### src/rtl/dice_turn_scheduler_if.sv
// Bundle of player-side and game-controller-side signals for the dice turn
// scheduler. The scheduler takes the slave view; the stimulus/board side
// takes the master view.
interface dice_turn_scheduler_if #(
  parameter int NUM_PLAYERS = 4,
  parameter int PID_W       = 2,
  parameter int CNT_W       = 4
);
  logic [NUM_PLAYERS-1:0]       roll_btn;
  logic                         new_match;
  logic                         game_win;
  logic                         game_lose;
  logic                         game_x;
  logic                         game_reset_n;
  logic [PID_W-1:0]             active_player;
  logic [NUM_PLAYERS*CNT_W-1:0] score;
  logic                         match_done;
  logic [PID_W-1:0]             champion;

  modport master (
    output roll_btn, new_match, game_win, game_lose,
    input  game_x, game_reset_n, active_player, score, match_done, champion
  );

  modport slave (
    input  roll_btn, new_match, game_win, game_lose,
    output game_x, game_reset_n, active_player, score, match_done, champion
  );
endinterface

### src/rtl/dice_turn_scheduler.sv
// Round-robin turn scheduler that shares one dice game controller among
// NUM_PLAYERS players, keeps a saturating win count per player and declares
// a champion once a player reaches WIN_TARGET wins.
module dice_turn_scheduler #(
  parameter int NUM_PLAYERS = 4,
  parameter int PID_W       = 2,
  parameter int CNT_W       = 4,
  parameter int WIN_TARGET  = 3
) (
  input  logic                   clk,
  input  logic                   reset,
  dice_turn_scheduler_if.slave   bus
);

  typedef enum logic [2:0] {
    S_CLEAR,
    S_PLAY,
    S_RESULT,
    S_RELEASE,
    S_DONE
  } state_t;

  localparam logic [CNT_W-1:0] CNT_MAX     = '1;
  localparam logic [CNT_W-1:0] WIN_CNT     = CNT_W'(WIN_TARGET);
  localparam logic [PID_W-1:0] LAST_PLAYER = PID_W'(NUM_PLAYERS - 1);

  state_t           state_q;
  logic [PID_W-1:0] active_q;
  logic [PID_W-1:0] champion_q;
  logic [CNT_W-1:0] score_q [NUM_PLAYERS];

  logic             active_btn;
  logic [PID_W-1:0] next_player;
  logic             game_x_d;
  logic             game_reset_n_d;
  logic             match_done_d;

  // Only the active player's button is ever looked at.
  assign active_btn  = bus.roll_btn[active_q];
  assign next_player = (active_q == LAST_PLAYER) ? '0 : active_q + PID_W'(1);

  // Turn sequencing, score keeping and champion latching.
  // NOTE: all state here uses non-blocking assignments so every register
  // samples the pre-edge values, independent of statement order.
  always_ff @(posedge clk or posedge reset) begin
    if (reset) begin
      state_q    <= S_CLEAR;
      active_q   <= '0;
      champion_q <= '0;
      // NOTE: the score array is a handful of flops, not a RAM, so it is
      // safe (and required) to clear it in the reset branch.
      for (int i = 0; i < NUM_PLAYERS; i++) score_q[i] <= '0;
    end else begin
      case (state_q)
        S_CLEAR: state_q <= S_PLAY;
        S_PLAY: begin
          if (bus.game_lose) begin
            state_q <= S_RESULT;
          end else if (bus.game_win) begin
            if (score_q[active_q] != CNT_MAX)
              score_q[active_q] <= score_q[active_q] + CNT_W'(1);
            state_q <= S_RESULT;
          end
        end
        S_RESULT: begin
          if (score_q[active_q] == WIN_CNT) begin
            champion_q <= active_q;
            state_q    <= S_DONE;
          end else begin
            state_q <= S_RELEASE;
          end
        end
        S_RELEASE: begin
          if (!active_btn) begin
            active_q <= next_player;
            state_q  <= S_CLEAR;
          end
        end
        S_DONE: begin
          if (bus.new_match) begin
            for (int i = 0; i < NUM_PLAYERS; i++) score_q[i] <= '0;
            active_q   <= '0;
            champion_q <= '0;
            state_q    <= S_CLEAR;
          end
        end
        default: state_q <= S_CLEAR;
      endcase
    end
  end

  // Output decode from the registered state; game_x passes the button through.
  // NOTE: every output gets a default first so no latch can be inferred.
  always_comb begin
    game_x_d       = 1'b0;
    game_reset_n_d = 1'b0;
    match_done_d   = 1'b0;
    case (state_q)
      S_PLAY, S_RESULT, S_RELEASE: begin
        game_reset_n_d = 1'b1;
        game_x_d       = active_btn;
      end
      S_DONE:  match_done_d = 1'b1;
      default: ;
    endcase
  end

  assign bus.game_x        = game_x_d;
  assign bus.game_reset_n  = game_reset_n_d;
  assign bus.match_done    = match_done_d;
  assign bus.active_player = active_q;
  assign bus.champion      = champion_q;

  for (genvar g = 0; g < NUM_PLAYERS; g++) begin : g_score
    assign bus.score[g*CNT_W +: CNT_W] = score_q[g];
  end

endmodule

### src/flat_wrapper.sv
// flat-port wrapper written by rule: the top's interface ports become plain ports
module dice_turn_scheduler_flat 
#(
  parameter int NUM_PLAYERS = 4,
  parameter int PID_W       = 2,
  parameter int CNT_W       = 4,
  parameter int WIN_TARGET  = 3
)
  (clk, reset, bus_roll_btn, bus_new_match, bus_game_win, bus_game_lose, bus_game_x, bus_game_reset_n, bus_active_player, bus_score, bus_match_done, bus_champion);
  dice_turn_scheduler_if #(.NUM_PLAYERS(NUM_PLAYERS), .PID_W(PID_W), .CNT_W(CNT_W)) bus_i ();
  input  logic clk;
  input  logic reset;
  input wire logic [$bits(bus_i.roll_btn)-1:0] bus_roll_btn;
  input wire logic [$bits(bus_i.new_match)-1:0] bus_new_match;
  input wire logic [$bits(bus_i.game_win)-1:0] bus_game_win;
  input wire logic [$bits(bus_i.game_lose)-1:0] bus_game_lose;
  output wire logic [$bits(bus_i.game_x)-1:0] bus_game_x;
  output wire logic [$bits(bus_i.game_reset_n)-1:0] bus_game_reset_n;
  output wire logic [$bits(bus_i.active_player)-1:0] bus_active_player;
  output wire logic [$bits(bus_i.score)-1:0] bus_score;
  output wire logic [$bits(bus_i.match_done)-1:0] bus_match_done;
  output wire logic [$bits(bus_i.champion)-1:0] bus_champion;
  assign bus_i.roll_btn = bus_roll_btn;
  assign bus_i.new_match = bus_new_match;
  assign bus_i.game_win = bus_game_win;
  assign bus_i.game_lose = bus_game_lose;
  assign bus_game_x = bus_i.game_x;
  assign bus_game_reset_n = bus_i.game_reset_n;
  assign bus_active_player = bus_i.active_player;
  assign bus_score = bus_i.score;
  assign bus_match_done = bus_i.match_done;
  assign bus_champion = bus_i.champion;
  dice_turn_scheduler #(.NUM_PLAYERS(NUM_PLAYERS), .PID_W(PID_W), .CNT_W(CNT_W), .WIN_TARGET(WIN_TARGET)) u_core (.clk(clk), .reset(reset), .bus(bus_i));
endmodule
### config.mk
export PLATFORM = sky130hd
export DESIGN_NAME = dice_turn_scheduler_flat
export DESIGN_NICKNAME = d
export VERILOG_FILES = /design/src/rtl/dice_turn_scheduler_if.sv /design/src/rtl/dice_turn_scheduler.sv /design/src/flat_wrapper.sv
export SDC_FILE = /design/constraint.sdc
export NUM_CORES = 1
export LEC_CHECK = 0
export CAP_MARGIN = 0
export CORE_UTILIZATION = 49
export DETAILED_ROUTE_END_ITERATION = 10
export HOLD_SLACK_MARGIN = 0.06
export PLACE_DENSITY_LB_ADDON = 0.05
export REMOVE_ABC_BUFFERS = 1
export SKIP_LAST_GASP = 1
export SYNTH_ARGS = -nofsm -noshare
export SYNTH_HDL_FRONTEND = slang
export SYNTH_SLANG_ARGS = --single-unit
### constraint.sdc
create_clock -name clk -period 2.4 [get_ports clk]
set_input_delay 0.72 -clock clk [delete_from_list [all_inputs] [get_ports clk]]
set_output_delay 0.72 -clock clk [all_outputs]
set_load 0.01 [all_outputs]
==> out/metrics.csv, run 1 <==
metric;value;unit
fin_crit_sh;97.3;%
clk_pin_slew;120;ps
irDropWorstVdd;875;µV
dr.pass1.iters;4;
layout_commonest_cell;clkdlybuf4s50_1;
synth_seq_cells;23;
hpwl;2230;µm
clk_path_buf_depth;2;
ys_warn_count;0;
cp_max_fo;2;
grt_max_degree;24;
slew_headroom;77.1;%
dpl_worst_slack;-563;ps
syn_avg_cell_area;11.6;µm²
hold-worst-slack;534;ps
h-tree-depth;1;
nets;174;
antenna_left;0;
fp.dieW;54.6;µm
wirelength;2920;µm
grt_util_all_layers;22.5;%
ys_seq_area_share;42.5;%
skew;2.70;ps
fin_tns_setup;0;ps
cts_root_buf;clkbuf_4;
endpoint_kind;output pin;
drc;0;
core_area;0.00254;mm²
die_h;54.6;µm
status;completed;
final_cell_mix;25 x clkdlybuf4s50_1, 22 x dfrtp_1, 20 x nand2_1;
rows;18;
syn-cell-area;0.00135;mm²
grt_pass1_vias;1038;
place.gp.congestion;0.757;
fin_ws;65.4;ps
grt_pass1_wl;4660;µm
wl_per_cell;15.4;µm
dieArea;0.00298;mm²
cp.arrival;1610;ps
crit_type;primary input to output pin;
startpoint_type;primary input;
ys_types;34;
setup-violations-final;0;
drv_cap;0;
ios;32;
drive_gt1_share;19.5;%
holdPathStages;2;
antenna_found_initial;0;
cts_buffers;3;
fin_util;70.1;%
power_density;1090;mW/mm²
finalHoldViolCount;0;
diodes;0;
postCtsHoldBufs;0;
grt_remaining_overflow;0;
drt-initial-drc-count;20;
rrSetupSlack;180;ps
period_needed;2330;ps
worstPathRequired;1680;ps
syn_inst;117;
reg2reg_depth;6;
clk_latency;310;ps
io_buffers;31;
max_freq;0.428;GHz
worstMarginPinSlew;341;ps
rsz0062_at_grt;false;
cts_tree;done;
hold_path_class;flip-flop to flip-flop;
area_growth;31.7;%
dr_total_vias;1065;
start_util;53.2;%
cellLeakagePower;0.772;nW
vias_per_cell;5.63;
drv_slew;0;
cts_sinks;23;
layout make-up:
| cell class | instances | area [µm²] |
|---|---|---|
| tap | 30 | 37.5 |
| timing repair buffer | 42 | 397 |
| fill | 198 | 762 |
| sequential | 23 | 577 |
| clock buffer | 4 | 26.3 |
| inverter | 5 | 18.8 |
| multi-input combinational | 85 | 727 |
Yosys cell counts:
cell type	number	area, µm²
nor2_1	3	11.3
clkbuf_1	1	3.75
nor3b_2	1	12.5
a32oi_1	1	8.76
o21ai_2	1	8.76
mux2_2	3	33.8
nor4b_1	1	8.76
mux2i_1	14	140
o31ai_1	1	7.51
nor2_4	4	45.0
nand4bb_4	1	27.5
or3_1	1	6.26
buf_6	2	22.5
xnor2_1	1	8.76
and3_4	1	11.3
o22ai_1	4	25.0
mux4_2	2	45.0
or3b_1	1	8.76
nand3_1	5	25.0
ha_1	5	62.6
a21oi_1	1	5.00
xor2_1	1	8.76
o211ai_1	2	15.0
buf_2	1	5.00
a2bb2oi_1	1	8.76
nand2b_1	2	12.5
dfrtp_1	23	576
nor2b_1	1	6.26
mux4_1	3	78.8
o21ai_0	1	5.00
inv_1	5	18.8
and2_1	1	6.26
nor3_1	2	10.0
nand2_1	20	75.1
where the power goes:
| group | leakage [nW] | total [mW] | switching (mW) | internal, mW |
|---|---|---|---|---|
| sequential | 0.292 | 0.612 | 0.0917 | 0.520 |
| clock | 0.0150 | 0.179 | 0.114 | 0.0648 |
| combinational | 0.465 | 1.15 | 0.533 | 0.617 |
registers in the layout, indices dropped and copies added (netlist names):
register and flops:
u_core.state_q 3, u_core.bus.score 16, u_core.bus.active_player 2, u_core.bus.champion 2
per-stage QoR:
step	area [µm²]	power [mW]	cells
after floorplan	1320	1.23	113
after global placement	1740	1.70	183
after detailed placement	1740	1.74	183
after CTS	1770	1.93	189
after global routing	1780	2.09	189
final	1780	1.94	189
worst paths after layout:
kind | from | endpoint
worst max-delay path | bus_roll_btn[3] | bus_game_x
max in group asynchronous | reset | u_core.state_q[0]$_DFFE_PP0P_
min in group asynchronous | reset | u_core.bus.score[13]$_DFFE_PP0P_
worst min register to register | u_core.bus.champion[1]$_DFFE_PP0P_ | u_core.bus.champion[1]$_DFFE_PP0P_
worst min-delay path | u_core.bus.champion[1]$_DFFE_PP0P_ | u_core.bus.champion[1]$_DFFE_PP0P_
worst max register to register | u_core.bus.active_player[0]$_DFFE_PP0P_ | u_core.bus.score[0]$_DFFE_PP0P_
critical path: stages:
cell	delay [ps]
clkdlybuf4s15_1	160
mux4_2	470
and2_4	150
buf_6	110
cell families (layout without fill, tap and decap cells):
family                   after synthesis  in the layout  share of synthesized area (%)
AND/OR/NAND/NOR                       44             44                           19.7
flip-flops                            23             23                           42.5
multiplexers                          22             22                           22.0
AO/OA/AOI/OAI                         12             12                           6.19
buffers and inverters                  9             51                           3.70
adder cells (fa/ha/maj)                5              5                           4.62
XOR/XNOR                               2              2                           1.29
timing repair:
item / in CTS / in global routing
setup endpoints to repair: 2 / 2
resized for setup: 13 / 4
buffers inserted: 2 / 0
pin swaps: 1 / 1
routing by layer:
layer | track usage, % | routed length (µm) | vias to the layer above
met5 | 0 | 0 | -
met4 | 3.85 | 21 | 0
li1 | - | - | 508
met2 | 40.4 | 1510 | 24
met3 | 3.33 | 85 | 4
met1 | 28.7 | 1300 | 529
Power figures use the tool's default switching activity.
==> run 2, diff against run 1 <==
CORE_UTILIZATION = 51   (was 49)
CTS_BUF_LIST = sky130_fd_sc_hd__clkbuf_8   (was unset)
==> out/metrics.csv, run 2 (synthesized netlist as in run 1, its figures left out) <==
metric;value;unit;change
cts_buffers;3;;unchanged
r2r_start;u_core.bus.active_player[0]$_DFFE_PP0P_;;
top_layer;met4;;
start_util;54.2;%;+0.96 points
place.gp.congestion;0.836;;+10%
status;completed;;
dieArea;0.00286;mm²;-3.8%
finalHoldViolCount;0;;unchanged
wl_per_cell;16.9;µm;+9.7%
cts_root_buf;clkbuf_8;;
ios;32;;unchanged
wl_met1;1570;µm;+20%
wl_met3;67;µm;-21%
endpoint_kind;output pin;;
power_frac_clock;12.0;%;+2.8 points
layout_commonest_cell;clkdlybuf4s50_1;;
grt_remaining_overflow;0;;unchanged
nets;174;;unchanged
fillers;188;;-5.1%
p_sw;777;µW;+5.2%
worstMarginPinSlew;347;ps;+5.22 ps
dr_total_vias;1074;;+0.85%
fin_ws;62.6;ps;-2.78 ps
wl_met2;1510;µm;+0.40%
regArea;577;µm²;unchanged
worstHoldEndpoint;u_core.bus.champion[1]$_DFFE_PP0P_;;
setup-violations-final;0;;unchanged
multi_input_area;729;µm²;+0.34%
worstReg2RegEnd;u_core.bus.score[14]$_DFFE_PP0P_;;
drv_slew;0;;unchanged
io_buffers;31;;unchanged
diodes;0;;unchanged
fin_crit_sh;97.4;%;+0.12 points
wirelength;3200;µm;+9.7%
slew_headroom;76.6;%;-0.51 points
skew;2.20;ps;-0.494 ps
postCtsHoldBufs;0;;unchanged
p_comb_share;56.4;%;-2.9 points
rrSetupSlack;220;ps;+40 ps
p_seq_share;31.6;%;about the same
clk_latency;270;ps;-40 ps
rsz0062_at_grt;false;;
holdPathStages;2;;unchanged
max_freq;0.428;GHz;-0.12%
hpwl;2260;µm;+1.6%
worstPathRequired;1680;ps;about the same
vias_per_cell;5.68;;+0.85%
final_cell_mix;25 x clkdlybuf4s50_1, 22 x dfrtp_1, 20 x nand2_1;;
antenna_left;0;;unchanged
crit_type;primary input to output pin;;
placed_area;0.00175;mm²;+0.43%
drc;0;;unchanged
drv_cap;0;;unchanged
dpl_worst_slack;-569;ps;-5.80 ps
cp.arrival;1620;ps;about the same
irDropWorstVdd;877;µV;+0.25%
cellLeakagePower;0.785;nW;+1.7%
clk_path_buf_depth;2;;unchanged
startpoint_type;primary input;;
fin_total_pwr;2.04;mW;+5.0%
power_density;1130;mW/mm²;+3.8%
reg2reg_depth;6;;unchanged
core_area;0.00250;mm²;-1.8%
die_h;53.5;µm;-1.9%
grt_util_all_layers;26.0;%;+3.5 points
dr.pass1.iters;4;;unchanged
clk_pin_slew;80;ps;-40 ps
grt_pass1_vias;1078;;+3.9%
fin_area;0.00180;mm²;+1.2%
cp_max_fo;2;;unchanged
hold_path_class;flip-flop to flip-flop;;
antenna_found_initial;0;;unchanged
hp-start;u_core.bus.champion[1]$_DFFE_PP0P_;;
period_needed;2340;ps;+2.78 ps
drive_gt1_share;20.1;%;+0.63 points
largest_reg_flops;16;;unchanged
h-tree-depth;1;;unchanged
drt-initial-drc-count;16;;-20%
cts_sinks;23;;unchanged
grt_max_degree;24;;unchanged
swShare;38.1;%;+0.065 points
grt_pass1_wl;5200;µm;+12%
fp.dieW;53.5;µm;-1.9%
rows;18;;unchanged
cts_tree;done;;
area_growth;33.3;%;
p_int;1.26;mW;+4.9%
==> run 2: cell count changes in the layout (fill, tap and decap cells not counted) <==
cell / previous run / this run
clkbuf_8: 0 / 3
inv_1: 5 / 6
clkbuf_4: 3 / 0
nor2_2: 0 / 1
nor2_1: 3 / 2
clkbuf_1: 1 / 0
==> run 2: power groups by stage <==
stage / Sequential (mW) / Combinational (mW) / Clock (mW)
global placement: 0.632 / 1.09 / 0
floorplan: 0.710 / 0.520 / 0
global route: 0.662 / 1.26 / 0.268
finish: 0.644 / 1.15 / 0.245
CTS: 0.641 / 1.12 / 0.249
detailed placement: 0.644 / 1.11 / 0
==> run 2: how the worst max path moves through the flow <==
stage	slack (ps)	start	endpoint	cells past startpoint
after detailed placement	-570	bus_roll_btn[1]	bus_game_x	4
final	60	bus_roll_btn[3]	bus_game_x	4
after floorplan	200	u_core.bus.active_player[0]$_DFFE_PP0P_	u_core.bus.score[12]$_DFFE_PP0P_	5
after global placement	-550	bus_roll_btn[1]	bus_game_x	4
after global routing	10	bus_roll_btn[2]	bus_game_x	4
after CTS	9	u_core.state_q[0]$_DFFE_PP0P_	bus_match_done	4
==> run 2: critical path, cell delays in order <==
cell and delay, ps:
clkdlybuf4s15_1 160, mux4_2 470, and2_4 150, buf_6 110
==> run 2: area by class of cell <==
| class | count | area share, % |
|---|---|---|
| Clock inverter | 1 | 0.208 |
| Inverter | 5 | 1.04 |
| Clock buffer | 3 | 2.29 |
| Sequential cell | 23 | 32.0 |
| Tap cell | 30 | 2.08 |
| Timing Repair Buffer | 42 | 22.0 |
| Multi-Input combinational cell | 85 | 40.4 |
==> run 2: timing repair <==
action	CTS	global route
endpoints found under the setup margin	2	2
pin swaps	1	1
setup buffers	1	0
gates resized for setup	14	4
==> run 2: layer usage <==
metal	global-route usage, %	up-vias
li1	-	505
met1	36.5	539
met2	40.8	23
met3	3.45	7
met4	9.21	0
met5	0	-
==> run 2: metrics by stage <==
step / util [%] / TNS (ps) / instances / hold slack, ps
floorplan: - / 0 / 113 / 498
detailed placement: 69.8 / -881 / 184 / 517
CTS: 71.6 / 0 / 189 / 540
global route: 72.2 / 0 / 189 / 562
global placement: 69.8 / -754 / 184 / 505
finish: 72.2 / 0 / 189 / 537
